**src/rtl/spi_slave_tx_pkg.sv**
```systemverilog
// Shared definitions for the MCU SPI link: transmit FSM encodings and the
// default word width used by both the ADC receive path and this transmitter.
package spi_slave_tx_pkg;

  localparam int SPI_WORD_BITS = 16;

  typedef enum logic [1:0] {
    SPI_TX_IDLE  = 2'd0,
    SPI_TX_SHIFT = 2'd1,
    SPI_TX_HOLD  = 2'd2
  } spi_tx_state_t;

endpackage

```
**src/rtl/spi_input_sync.sv**
```systemverilog
// Multi-flop synchroniser for one asynchronous SPI pin, with a previous-value
// flop so rise/fall are derived purely from synchronised samples.
module spi_input_sync #(
  parameter int   STAGES      = 2,
  parameter logic RESET_LEVEL = 1'b0
) (
  input  logic clock,
  input  logic rstn,
  input  logic async_in,
  output logic level,
  output logic rise,
  output logic fall
);

  logic [STAGES-1:0] chain;
  logic              prev;

  always_ff @(posedge clock or negedge rstn) begin
    if (!rstn) begin
      chain <= {STAGES{RESET_LEVEL}};
      prev  <= RESET_LEVEL;
    end else begin
      chain <= {chain[STAGES-2:0], async_in};
      prev  <= chain[STAGES-1];
    end
  end

  assign level = chain[STAGES-1];
  assign rise  = level & ~prev;
  assign fall  = ~level & prev;

endmodule

```
**src/rtl/spi_slave_tx.sv**
```systemverilog
// SPI mode-0 slave transmitter (MISO): shifts the holding word out MSB first
// while the MCU holds NSS low, all in the system clock domain.
module spi_slave_tx
  import spi_slave_tx_pkg::*;
#(
  parameter int WORD_BITS   = SPI_WORD_BITS,
  parameter int SYNC_STAGES = 2
) (
  input  logic                 clock,
  input  logic                 rstn,
  input  logic                 spi_nss,
  input  logic                 spi_clock_in,
  output logic                 spi_data_out,
  input  logic [WORD_BITS-1:0] data_in,
  input  logic                 data_load,
  output logic                 busy,
  output logic                 tx_done,
  output logic                 tx_abort,
  output logic                 stale
);

  localparam int CNT_W = $clog2(WORD_BITS + 1);
  localparam logic [CNT_W-1:0] LAST_BIT = CNT_W'(WORD_BITS - 1);

  spi_tx_state_t        state;
  logic [WORD_BITS-1:0] holding;
  logic [WORD_BITS-1:0] shift;
  logic [CNT_W-1:0]     bit_count;
  logic [SYNC_STAGES:0] warm;
  logic                 armed;

  logic nss_level, nss_rise, nss_fall;
  logic sclk_level_unused, sclk_rise, sclk_fall;
  logic start;
  logic [WORD_BITS-1:0] next_word;

  spi_input_sync #(.STAGES(SYNC_STAGES), .RESET_LEVEL(1'b1)) u_nss_sync (
    .clock    (clock),
    .rstn     (rstn),
    .async_in (spi_nss),
    .level    (nss_level),
    .rise     (nss_rise),
    .fall     (nss_fall)
  );

  spi_input_sync #(.STAGES(SYNC_STAGES), .RESET_LEVEL(1'b0)) u_sclk_sync (
    .clock    (clock),
    .rstn     (rstn),
    .async_in (spi_clock_in),
    .level    (sclk_level_unused),
    .rise     (sclk_rise),
    .fall     (sclk_fall)
  );

  // The NSS chain resets high, so a pin held low through reset shows up as a
  // fall; only arm once the chain holds real samples and NSS is seen high.
  always_ff @(posedge clock or negedge rstn) begin
    if (!rstn) begin
      warm  <= '0;
      armed <= 1'b0;
    end else begin
      warm <= {warm[SYNC_STAGES-1:0], 1'b1};
      if (warm[SYNC_STAGES] && nss_level)
        armed <= 1'b1;
    end
  end

  assign start     = armed & nss_fall;
  assign next_word = data_load ? data_in : holding;

  always_ff @(posedge clock or negedge rstn) begin
    if (!rstn) begin
      state        <= SPI_TX_IDLE;
      holding      <= '0;
      shift        <= '0;
      bit_count    <= '0;
      spi_data_out <= 1'b0;
      busy         <= 1'b0;
      tx_done      <= 1'b0;
      tx_abort     <= 1'b0;
      stale        <= 1'b1;
    end else begin
      tx_done  <= 1'b0;
      tx_abort <= 1'b0;
      if (data_load) begin
        holding <= data_in;
        stale   <= 1'b0;
      end
      case (state)
        SPI_TX_IDLE: begin
          spi_data_out <= 1'b0;
          if (start) begin
            shift        <= next_word;
            spi_data_out <= next_word[WORD_BITS-1];
            bit_count    <= '0;
            busy         <= 1'b1;
            stale        <= ~data_load;
            state        <= SPI_TX_SHIFT;
          end
        end
        SPI_TX_SHIFT: begin
          if (nss_rise) begin
            tx_abort     <= 1'b1;
            busy         <= 1'b0;
            spi_data_out <= 1'b0;
            state        <= SPI_TX_IDLE;
          end else if (sclk_rise) begin
            bit_count <= bit_count + 1'b1;
            if (bit_count == LAST_BIT) begin
              tx_done      <= 1'b1;
              spi_data_out <= 1'b0;
              state        <= SPI_TX_HOLD;
            end
          end else if (sclk_fall) begin
            shift        <= {shift[WORD_BITS-2:0], 1'b0};
            spi_data_out <= shift[WORD_BITS-2];
          end
        end
        SPI_TX_HOLD: begin
          spi_data_out <= 1'b0;
          if (nss_rise) begin
            busy  <= 1'b0;
            state <= SPI_TX_IDLE;
          end
        end
        default: state <= SPI_TX_IDLE;
      endcase
    end
  end

endmodule

```
**config.mk**
```make
export PLATFORM = sky130hd
export DESIGN_NAME = spi_slave_tx
export DESIGN_NICKNAME = d
export VERILOG_FILES = /design/src/rtl/spi_slave_tx_pkg.sv /design/src/rtl/spi_input_sync.sv /design/src/rtl/spi_slave_tx.sv
export SDC_FILE = /design/constraint.sdc
export NUM_CORES = 1
export LEC_CHECK = 0
export ABC_AREA = 1
export CAP_MARGIN = 20
export CELL_PAD_IN_SITES_DETAIL_PLACEMENT = 0
export CELL_PAD_IN_SITES_GLOBAL_PLACEMENT = 1
export CORE_MARGIN = 2
export CORE_UTILIZATION = 45
export CTS_CLUSTER_SIZE = 20
export DETAILED_ROUTE_END_ITERATION = 10
export GPL_TIMING_DRIVEN = 0
export PLACE_DENSITY_LB_ADDON = 0.1
export SLEW_MARGIN = 20
export SYNTH_ARGS = -nofsm -noshare
export SYNTH_HDL_FRONTEND = slang
export SYNTH_HIERARCHICAL = 1
export SYNTH_SLANG_ARGS = --single-unit
```
**constraint.sdc**
```tcl
create_clock -name clock -period 3 [get_ports clock]
set_clock_uncertainty 0.1 [all_clocks]
set_input_delay 0.6 -clock clock [delete_from_list [all_inputs] [get_ports clock]]
set_output_delay 0.6 -clock clock [all_outputs]
set_load 0.01 [all_outputs]
```
# Word level (Yosys, flattened, before mapping)
# Cells that the tools add are included.
dict set report totals {
  reg_bits 53
  word_cells 85
}
dict set report classes {
  add_sub_neg 1
  n_eq_ne 14
  mux 34
  n_bitwise 10
  n_reduce_logical 11
}
# op n
set ops {}
lappend ops {{15-bit 2-to-1 mux} 4}
lappend ops {{15-bit case mux with 2 select lines} 1}
lappend ops {{1-bit 2-to-1 mux} 16}
lappend ops {{16-bit 2-to-1 mux} 1}
lappend ops {{5-bit 2-to-1 mux} 3}
lappend ops {{2-bit != test (second input constant)} 6}
lappend ops {{2-bit 2-to-1 mux} 5}
lappend ops {{5-bit case mux with 2 select lines} 1}
lappend ops {{4-bit != test (second input constant)} 2}
lappend ops {{4-bit AND reduction} 2}
lappend ops {{3-bit != test (second input constant)} 2}
lappend ops {{2-bit case mux with 3 select lines} 1}
lappend ops {{3-bit AND reduction} 2}
lappend ops {{5-bit by 1-bit adder with 5-bit output (second input constant)} 1}
lappend ops {{1-bit AND} 5}
lappend ops {{5-bit by 4-bit equality test with 1-bit output (second input constant)} 1}
lappend ops {{1-bit NOT} 5}
lappend ops {{5-bit AND reduction} 1}
lappend ops {{2-bit nonzero test} 2}
lappend ops {{1-bit case mux with 3 select lines} 1}
lappend ops {{3-bit nonzero test} 1}
lappend ops {{2-bit by 1-bit equality test with 1-bit output (second input constant)} 1}
lappend ops {{2-bit equality test (second input constant)} 1}
lappend ops {{2-bit logical NOT} 1}
lappend ops {{other kinds (4)} 4}

# Longest topological paths before layout
# Gate-level depths: netlist (run 1).
dict set report depth {
  depth_word 6
  depth_mapped 11
  ltp_nobuf 10
}

# Hierarchy
# The synthesis (run 1) kept the hierarchy.
# mod instances cells_each area_each_um2
set by_module_without_submodules {}
lappend by_module_without_submodules {spi_slave_tx 1 322 2463.6}
lappend by_module_without_submodules {{spi_input_sync (u_nss_sync)} 1 7 93.8}
lappend by_module_without_submodules {{spi_input_sync (u_sclk_sync)} 1 7 90.1}

# Worst setup path after synthesis (run 1)
# Ideal clock, no wire load.
dict set report synth_path {
  path_type {register -> register}
  from {register state[1]}
  to {register shift[10]}
  t_arrival_ns 1.294
  t_required_ns 2.784
  setup_slack_ns 1.489
  stages_incl_launch_ff 11
  n_path_buf 2
  period_less_slack_ns 1.511
  cell_sequence {dfrtp_1 > inv_1 > ha_1 > buf_6 > inv_8 > nand2_4 > nand2_4 > nand3_4 > buf_2 > nand2_1 > nand2_1}
}
dict set report synth_between {
  elab_chain_cells 3
}
# item line
set synth_rtl {}
lappend synth_rtl {{start, declared} spi_slave_tx.sv:25} ;# spi_tx_state_t state;
lappend synth_rtl {{start signal, assigned} spi_slave_tx.sv:73} ;# state <= SPI_TX_IDLE;
lappend synth_rtl {{start signal, assigned} spi_slave_tx.sv:98} ;# state <= SPI_TX_SHIFT;
lappend synth_rtl {{start signal, assigned} spi_slave_tx.sv:106} ;# state <= SPI_TX_IDLE;
lappend synth_rtl {{2-bit by 1-bit equality test with 1-bit output / 2-bit logical NOT (equally long branches)} spi_slave_tx.sv:89} ;# case (state)
lappend synth_rtl {{2-bit != test (no source line) / 2-bit nonzero test (equally long branches)} --}
lappend synth_rtl {{5-bit AND reduction (no source line)} --}
lappend synth_rtl {{end signal, assigned} spi_slave_tx.sv:93} ;# shift <= next_word;
lappend synth_rtl {{end signal, assigned} spi_slave_tx.sv:115} ;# shift <= {shift[WORD_BITS-2:0], 1'b0};
lappend synth_rtl {{end, declared} spi_slave_tx.sv:27} ;# logic [WORD_BITS-1:0] shift;
# Several ways; a longest one is shown, not always the timed one.
# A chain may end at the register's enable or synchronous reset.

# Final worst setup path (run 1)
dict set report layout_path {
  from {register stale}
  to {output stale}
}
# item line
set layout_lines {}
lappend layout_lines {{start, declared} spi_slave_tx.sv:19} ;# output logic stale
lappend layout_lines {{start signal, assigned} spi_slave_tx.sv:97} ;# stale <= ~data_load;
# No word-level cell between the ends.

==> flow_summary.json, run 1 <==
{
  "cp.buffers_inverters": 1,
  "worst_slew_pin_slew_ns": 0.664,
  "drt_iter0_drc": 107,
  "netlist_area_um2": 2650,
  "vias": 1941,
  "cts_max_level": 2,
  "ys_ff_latch": 53,
  "slew_headroom_pct": 55.7,
  "power.total_mw": 2.28,
  "syn-num-nets": 363,
  "grt_pass1_vias": 1914,
  "synthMuxAreaShare_pct": 0,
  "firstDrtPassIters": 4,
  "route.detailed.drc": 0,
  "maxSlewViolCount": 0,
  "fp-row-count": 27,
  "diodes": 0,
  "synth_xor_area_share_pct": 0.331,
  "ir_drop_mv": 0.328,
  "hold_path.class": "input pin to async pin",
  "die_h_um": 80.7,
  "met2_usage_pct": 28.1,
  "finalWirelength_um": 4780,
  "grt_use_total_pct": 17.4,
  "cp_slowest_stage_delay_ns": 0.54,
  "cellPowerDensity_nw_per_um2": 743,
  "overflow": 0,
  "syn_inst": 336,
  "outcome": "finished, final reports clean",
  "num-fill-cells": 540,
  "crit_chain": "clkdlybuf4s50_1",
  "postCtsSetupBuffers": 0,
  "nets": 394,
  "post_drt_wl_per_cell_um": 10.9,
  "reg2reg_slack_ns": 1.32,
  "place_congestion": 0.762,
  "clk_latency_ns": 0.31,
  "top_usage_layer": "met2",
  "critPathSlowestCell": "dfstp_2",
  "synthTopCellsByArea": "dfrtp_1 46%, nand2_1 20%, inv_1 6.9%",
  "layout-drive-gt1-share_pct": 8.70,
  "met1_usage_pct": 23.1,
  "synth_top_area_cell": "dfrtp_1",
  "floorplan.initialDensity_pct": 47.2,
  "cp.arrival_ns": 1.37,
  "final_antenna_net_count": 0,
  "synth_top_area_share_pct": 46.3,
  "cts.repair.resized": 0,
  "cts_tree": "built",
  "hold_buffers": 0,
  "synth_fa_ha_area_share_pct": 2.84,
  "hpwl_um": 3340,
  "grt_max_degree": 54,
  "final_common_cell": "nand2_1",
  "crit_required_ns": 2.30,
  "io_pins": 26,
  "leakagePower_nw": 1.68,
  "cts_buffers": 5,
  "syn_area_per_cell_um2": 7.88,
  "maxCapViolCount": 0,
  "clk_pin_slew_worst_paths_ns": 0.09,
  "die_x_um": 80.7,
  "yosysWarnings": 6,
  "antenna_found_initial": 0,
  "synth_compound_area_share_pct": 2.41,
  "syn_to_final_growth_pct": 15.8,
  "grt_pass1_wl_um": 8700,
  "synth_top_family_by_area": "simple AND/OR/NAND/NOR gates",
  "end_kind": "output port",
  "grtUsageMet3_pct": 3.71,
  "final_cell_mix": "144 x nand2_1, 49 x inv_1, 49 x dfrtp_1",
  "setup_viol": 0,
  "rsz0062_at_grt": "no",
  "synth.yosys.seq_area_share_pct": 50.3,
  "core_area_um2": 5610,
  "cp_max_fo": 2,
  "startpoint_type": "register",
  "synth-simple-area-share_pct": 33.6,
  "port_buffers": 24,
  "via_per_inst": 4.41,
  "die-area_um2": 6510,
  "period_needed_ns": 2.07,
  "period_share_pct": 69.1,
  "cts_buffer_depth": 2,
  "root_buffer": "clkbuf_8",
  "synth.distinct_cells": 29,
  "tns_ns": 0,
  "max_freq_ghz": 0.483,
  "finalHoldViolCount": 0,
  "critPathTopFamily": "flip-flops",
  "cts.sinks": 53,
  "critPathKind": "register to output port"
}
-- per-stage QoR --
stage          cell area, um2  hold WS (ns)  setup WS, ns  utilization [%]  instances
5_1_grt                  3070         0.263         0.864             54.7        440
6_report                 3070         0.203         0.928             54.7        440
2_1_floorplan            2650         0.204          1.49                -        336
4_1_cts                  3070         0.243         0.904             54.7        440
3_5_place_dp             2980         0.236          1.27             53.1        432
3_3_place_gp             2980         0.232        -0.436             53.1        432
-- cell type report --
class / count / area, um2 / area share (%)
plain buffers: 10 / 71.3 / 2.33
well taps: 72 / 90.1 / 2.94
multi-input cells: 221 / 1040 / 34.0
repair buffers: 24 / 238 / 7.76
clock buffers: 8 / 90.1 / 2.94
flip-flops and latches: 53 / 1330 / 43.4
inverters: 52 / 203 / 6.61
-- cells by family (layout without fill, tap and decap cells) --
kind of cell	Yosys count	after routing
AND/OR/NAND/NOR	204	204
buffers and inverters	62	94
flip-flops	53	53
AO/OA/AOI/OAI	9	9
adder cells (fa/ha/maj)	6	6
other	1	1
XOR/XNOR	1	1
-- per-layer routing --
metal	wire [um]	share of wire (%)
met4	72	1.5
met2	2160	45
met1	2400	50
met3	148	3.1
met5	0	0
-- Yosys cell counts --
cell type and count:
ha_1 6, nand3b_1 1, inv_8 1, nand2_1 144, nand3_1 20, conb_1 1, nand3_4 1, nand4_1 1
nor2_8 1, inv_2 2, buf_6 1, and2_1 14, dfrtp_1 49, nor2_1 16, o21ai_0 3, xor2_1 1
o21ai_4 1, nand2_2 2, buf_8 1, inv_1 49, nand2_4 3, buf_4 2, o211ai_1 1, o21a_1 1
a21o_1 1, a21oi_1 2, nor3_1 1, buf_2 6, dfstp_2 4
-- state kept, by name (all words and copies together) (netlist names) --
register / flops
spi_data_out: 1
u_nss_sync/prev: 1
stale: 1
holding: 16
state: 2
armed: 1
shift: 15
tx_abort: 1
tx_done: 1
warm: 3
bit_count: 5
u_nss_sync/chain: 2
busy: 1
u_sclk_sync/prev: 1
u_sclk_sync/chain: 2
-- final timing paths --
path                           from          end  cells past startpoint
setup / recovery              stale        stale                      1
hold / removal                 rstn  holding[14]                      1
setup reg to reg           state[1]    shift[10]                     10
hold reg to reg             warm[1]      warm[2]                      0
max in group asynchronous      rstn  holding[10]                      1
min in group clock          warm[1]      warm[2]                      0
-- power breakdown --
| group | switching (mW) | total (mW) | internal [mW] | leakage (nW) |
|---|---|---|---|---|
| Clock | 0.223 | 0.412 | 0.189 | 0.0455 |
| Sequential | 0.0772 | 0.955 | 0.878 | 0.633 |
| Combinational | 0.556 | 0.910 | 0.354 | 1.00 |
(Power assumes the default switching activity.)
==> run 2, diff against run 1 <==
--- a/config.mk
+++ b/config.mk
@@ -10,7 +10,7 @@
 export CELL_PAD_IN_SITES_DETAIL_PLACEMENT = 0
 export CELL_PAD_IN_SITES_GLOBAL_PLACEMENT = 1
 export CORE_MARGIN = 2
-export CORE_UTILIZATION = 45
+export CORE_UTILIZATION = 38
 export CTS_CLUSTER_SIZE = 20
 export DETAILED_ROUTE_END_ITERATION = 10
 export GPL_TIMING_DRIVEN = 0
==> constraint.sdc (replaced) <==
create_clock -name clock -period 1.7 [get_ports clock]
set_clock_uncertainty 0.1 [all_clocks]
set_input_delay 0.34 -clock clock [delete_from_list [all_inputs] [get_ports clock]]
set_output_delay 0.34 -clock clock [all_outputs]
set_load 0.01 [all_outputs]
==> run 2 against run 1 <==
Design area is 5.3% higher. Clock power up 65%. Critical path depth grew 9. Wire length rose by 7.2%. Final cell count is 3.2% higher. Worst setup slack got worse by 0.85 ns. Core utilization fell by 6.9 points. Die area rose by 17%. Critical endpoint is now shift[13].
==> flow_summary.json, run 2 (synthesized netlist as in run 1, its figures left out) <==
{
  "holdCritStartpoint": "warm[1]",
  "critPathSlowestCell": "dfrtp_1",
  "post-place-ws_ns": -0.00424,
  "rr_startpoint": "state[0]",
  "layout-drive-gt1-share_pct": 13.1,
  "die_x_um": 87.5,
  "maxCapViolCount": 0,
  "hold_path.class": "register to register",
  "core_area_um2": 6760,
  "via_per_inst": 4.34,
  "regMostFlops": "holding",
  "port_buffers": 24,
  "final_antenna_net_count": 0,
  "end_kind": "register",
  "hpwl_um": 3470,
  "reg.largest.list": "holding x16, shift x15, bit_count x5",
  "holdPathEnd": "warm[2]",
  "syn_to_final_growth_pct": 21.9,
  "cellPowerDensity_nw_per_um2": 1320,
  "crit_chain": "ha_4 > buf_8 > clkinv_8 > nand2_4 > nand2_4 > nand2_4 > nor2_8 > clkbuf_16 > nand2_1 > nand2_1",
  "die-area_um2": 7650,
  "floorplan.initialDensity_pct": 39.2,
  "cp.buffers_inverters": 3,
  "die_h_um": 87.5,
  "final_cell_mix": "140 x nand2_1, 49 x dfrtp_1, 48 x inv_1",
  "critPathTopFamily": "simple AND/OR/NAND/NOR gates",
  "grt_pass1_vias": 1944,
  "crit_required_ns": 1.84,
  "grt_use_total_pct": 15.3,
  "cts_tree": "built",
  "worstReg2RegEnd": "shift[13]",
  "reg2reg_slack_ns": 0.08,
  "critPathKind": "register to register",
  "startpoint_type": "register",
  "period_share_pct": 95.5,
  "finalHoldViolCount": 0,
  "io_pins": 26,
  "num-fill-cells": 696,
  "route.detailed.drc": 0,
  "fp-row-count": 30,
  "worst_path_most_repeated_cell": "nand2_4",
  "drt_iter0_drc": 69,
  "ir_drop_mv": 0.532,
  "final_common_cell": "nand2_1",
  "cts_max_level": 2,
  "firstDrtPassIters": 4,
  "outcome": "finished, final reports clean",
  "cp_max_fo": 6,
  "cts.sinks": 53,
  "ff2ff_path_depth": 10,
  "whs_path_depth": 0,
  "maxSlewViolCount": 0,
  "max_freq_ghz": 0.616,
  "dpl.cell_count": 440,
  "post_drt_wl_per_cell_um": 11.3,
  "finalWirelength_um": 5130,
  "slew_headroom_pct": 55.5,
  "cp.arrival_ns": 1.76,
  "cp_slowest_stage_delay_ns": 0.44,
  "layout_setup_ws_ns": 0.0762,
  "largest_register_ffs": 16,
  "cts_buffers": 5,
  "grt_pass1_wl_um": 9070,
  "period_needed_ns": 1.62,
  "clk_pin_slew_worst_paths_ns": 0.09,
  "place_congestion": 0.771,
  "vias": 1972,
  "diodes": 0,
  "setup_viol": 0,
  "cts_buffer_depth": 2,
  "leakagePower_nw": 1.76,
  "instances_no_fill": 454,
  "overflow": 0,
  "rsz0062_at_grt": "yes",
  "root_buffer": "clkbuf_8",
  "worst_slew_pin_slew_ns": 0.667,
  "antenna_found_initial": 0,
  "clk_latency_ns": 0.30,
  "grt_max_degree": 54,
  "nets": 400
}
[run 2: worst max-delay path by stage]
stage                         from            to  slack [ns]  cells past startpoint
after floorplan           state[1]     shift[10]        0.19                     10
after global placement        rstn  bit_count[4]       -1.55                      1
after detailed placement  state[1]     shift[13]      -0.004                     10
after CTS                 state[1]      shift[9]        0.02                     11
after global routing      state[0]     shift[11]       -0.01                     10
final                     state[0]     shift[13]        0.08                     10
[run 2: layout make-up]
| cell class | count | area (um2) | area share, % |
|---|---|---|---|
| plain buffers | 9 | 73.8 | 2.29 |
| clock buffers | 7 | 76.3 | 2.36 |
| clock inverters | 1 | 5.00 | 0.155 |
| inverters | 52 | 208 | 6.43 |
| multi-input cells | 221 | 1100 | 34.2 |
| flip-flops and latches | 53 | 1330 | 41.2 |
| well taps | 80 | 100 | 3.10 |
| repair buffers | 31 | 329 | 10.2 |
[run 2: report_power, final]
part | internal, mW | switching (mW) | leakage (nW)
clock | 0.290 | 0.390 | 0.0422
combinational | 0.828 | 1.07 | 1.08
sequential | 1.55 | 0.145 | 0.633
total | 2.67 | 1.60 | 1.76
[run 2: worst register-to-register path, cell delays in order, from the launching register on]
cell       delay [ns]
dfrtp_1          0.44
ha_4             0.20
buf_8            0.14
clkinv_8         0.05
nand2_4          0.05
nand2_4          0.09
nand2_4          0.07
nor2_8           0.17
clkbuf_16        0.16
nand2_1          0.04
nand2_1          0.05
[run 2: timing repair]
item	CTS	global route
pin swaps	0	5
endpoints found under the setup margin	11	23
resized for setup	1	22
hold buffers	1	0
buffers inserted	0	4
cloned	0	2
endpoints found under the hold margin	35	0
[run 2: routing by layer]
| layer | global-route usage, % | vias up | part of all wire [%] |
|---|---|---|---|
| li1 | - | 1065 | - |
| met1 | 21.2 | 879 | 50 |
| met2 | 23.8 | 24 | 46 |
| met3 | 3.98 | 4 | 2.6 |
| met4 | 3.78 | 0 | 1.0 |
| met5 | 0 | - | 0 |
[run 2: metrics by stage]
step	utilization, %	hold slack [ns]	cell area, um2	power [mW]	TNS (ns)
floorplan	-	-0.0556	2650	2.92	0
global placement	44.2	0.232	2990	3.34	-79.60
detailed placement	44.2	0.237	2990	3.36	-0.00849
CTS	45.4	0.258	3070	4.05	0
global route	47.8	0.262	3230	4.69	-0.0387
finish	47.8	0.255	3230	4.27	0
==> run 3, diff against run 2 <==
--- a/config.mk
+++ b/config.mk
@@ -6,10 +6,9 @@
 export NUM_CORES = 1
 export LEC_CHECK = 0
 export ABC_AREA = 1
-export CAP_MARGIN = 20
 export CELL_PAD_IN_SITES_DETAIL_PLACEMENT = 0
 export CELL_PAD_IN_SITES_GLOBAL_PLACEMENT = 1
-export CORE_MARGIN = 2
+export CORE_MARGIN = 4
 export CORE_UTILIZATION = 38
 export CTS_CLUSTER_SIZE = 20
 export DETAILED_ROUTE_END_ITERATION = 10
==> run 3 against run 2 <==
Power is 0.85% lower. Critical path depth shrank 9. Global-route usage decreased by 2.4 points. Register-to-register slack barely moved. Core utilization is 0.83 points lower. Worst setup slack got worse by 0.033 ns. Maximum frequency fell by 2.0%. Non-clock buffer count grew 2. Worst hold slack better by 0.0015 ns. Final cell count up 4.0%. Combinational power down 3%. Critical endpoint is now spi_data_out. Highest routed layer unchanged.
==> flow_summary.json, run 3 (synthesized netlist as in run 1, its figures left out) <==
{
  "hpwl_um": 3490,
  "root_buffer": "clkbuf_8",
  "hold_path.class": "register to register",
  "cts_buffer_depth": 2,
  "final_cell_mix": "144 x nand2_1, 49 x inv_1, 49 x dfrtp_1",
  "crit_chain": "clkdlybuf4s50_1",
  "regArea_um2": 1330,
  "largest_register_ffs": 16,
  "diodes": 0,
  "syn_to_final_growth_pct": 20.5,
  "place_congestion": 0.781,
  "cts_tree": "built",
  "startpoint_type": "register",
  "multi_input_area_um2": 1050,
  "final_antenna_net_count": 0,
  "fp-row-count": 30,
  "cp.arrival_ns": 1.22,
  "grt_use_total_pct": 12.8,
  "period_share_pct": 97.4,
  "p_int_mw": 2.64,
  "reg.largest.list": "holding x16, shift x15, bit_count x5",
  "critPathSlowestCell": "clkdlybuf4s50_1",
  "leakagePower_nw": 1.74,
  "drt_iter0_drc": 66,
  "route.detailed.drc": 0,
  "port_buffers": 24,
  "die-area_um2": 8370,
  "critPathKind": "register to output port",
  "worst_slew_pin_slew_ns": 0.669,
  "core_area_um2": 6790,
  "maxSlewViolCount": 0,
  "final_common_cell": "nand2_1",
  "cp_slowest_stage_delay_ns": 0.54,
  "post_drt_wl_per_cell_um": 10.7,
  "nets": 402,
  "critPathTopFamily": "buffers and inverters",
  "grt_pass1_wl_um": 8650,
  "cp.buffers_inverters": 1,
  "end_kind": "output port",
  "via_per_inst": 4.22,
  "clk_latency_ns": 0.31,
  "finalHoldViolCount": 0,
  "regMostFlops": "holding",
  "crit_required_ns": 1.26,
  "swShare_pct": 37.5,
  "cts_buffers": 5,
  "ir_drop_mv": 0.472,
  "cellPowerDensity_nw_per_um2": 1330,
  "combinationalPowerShare_pct": 43.5,
  "grt_max_degree": 54,
  "rsz0062_at_grt": "yes",
  "outcome": "finished, final reports clean",
  "antenna_found_initial": 0,
  "period_needed_ns": 1.66,
  "vias": 1994,
  "final_util_pct": 46.9,
  "maxCapViolCount": 0,
  "layout-drive-gt1-share_pct": 11.2,
  "grt_pass1_vias": 1879,
  "clock_power_share_pct": 16.7,
  "max_freq_ghz": 0.604,
  "finalWirelength_um": 5060,
  "clk_pin_slew_worst_paths_ns": 0.10,
  "setup_viol": 0,
  "die_x_um": 91.5,
  "firstDrtPassIters": 4,
  "whs_ns": 0.256,
  "cts.sinks": 53,
  "cp_max_fo": 2,
  "switchingPower_mw": 1.59,
  "floorplan.initialDensity_pct": 39.0,
  "seqPwrFrac_pct": 39.7,
  "num-fill-cells": 716,
  "cts_max_level": 2,
  "slew_headroom_pct": 55.4,
  "io_pins": 26,
  "overflow": 0,
  "die_h_um": 91.5
}
-- run 3: cell types whose count changed in the layout (fill, tap and decap cells not counted), sizes merged --
cell           before  now
buf                14   16
clkbuf              9    8
clkdlybuf4s50      21   22
dlymetal6s2s        1    0
inv                51   52
-- run 3: repair_timing --
action,CTS,global route
hold buffers,1,0
pin swaps,0,1
gates cloned,0,1
hold endpoints to repair,11,0
resized for setup,1,8
endpoints found under the setup margin,2,15
setup buffers,1,5
-- run 3: metal layers --
metal / routed length (um) / track usage [%] / share of wire (%) / vias up
met5: 0 / 0 / 0 / -
met4: 82 / 5.28 / 1.6 / 0
met3: 150 / 2.24 / 3.0 / 8
met2: 2250 / 19.6 / 44 / 20
met1: 2580 / 17.9 / 51 / 897
li1: - / - / - / 1069
-- run 3: cell type report --
type	count	area share (%)
multi-input cells	221	33.0
clock buffers	6	2.28
flip-flops and latches	53	41.7
repair buffers	32	9.93
clock inverters	2	0.314
well taps	96	3.77
plain buffers	10	2.63
inverters	52	6.36
-- run 3: through the flow --
| step | setup slack [ns] | power, mW | cells | cell area, um2 | setup TNS (ns) |
|---|---|---|---|---|---|
| 3_5_place_dp | 0.0143 | 3.34 | 456 | 3010 | 0 |
| 3_3_place_gp | -1.55 | 3.36 | 456 | 3010 | -79.43 |
| 5_1_grt | -0.00938 | 4.61 | 472 | 3190 | -0.0256 |
| 4_1_cts | 0.0204 | 4.07 | 466 | 3100 | 0 |
| 2_1_floorplan | 0.189 | 2.92 | 336 | 2650 | 0 |
| 6_report | 0.0437 | 4.23 | 472 | 3190 | 0 |
-- run 3: power by group through the flow --
stage	combinational, mW	sequential, mW	clock [mW]
floorplan	1.22	1.70	0
global placement	1.64	1.71	0
detailed placement	1.63	1.71	0
CTS	1.66	1.69	0.730
global route	2.11	1.72	0.781
finish	1.84	1.68	0.708
-- run 3: final timing paths --
kind                               from      endpoint  slack [ns]  depth (start not counted)
hold reg to reg                 warm[1]       warm[2]        0.26                          0
max in group asynchronous          rstn   holding[11]        0.56                          2
min in group asynchronous          rstn    holding[5]        0.50                          2
hold / removal                  warm[1]       warm[2]        0.26                          0
setup / recovery           spi_data_out  spi_data_out        0.04                          1
setup reg to reg               state[0]     shift[10]        0.09                          9
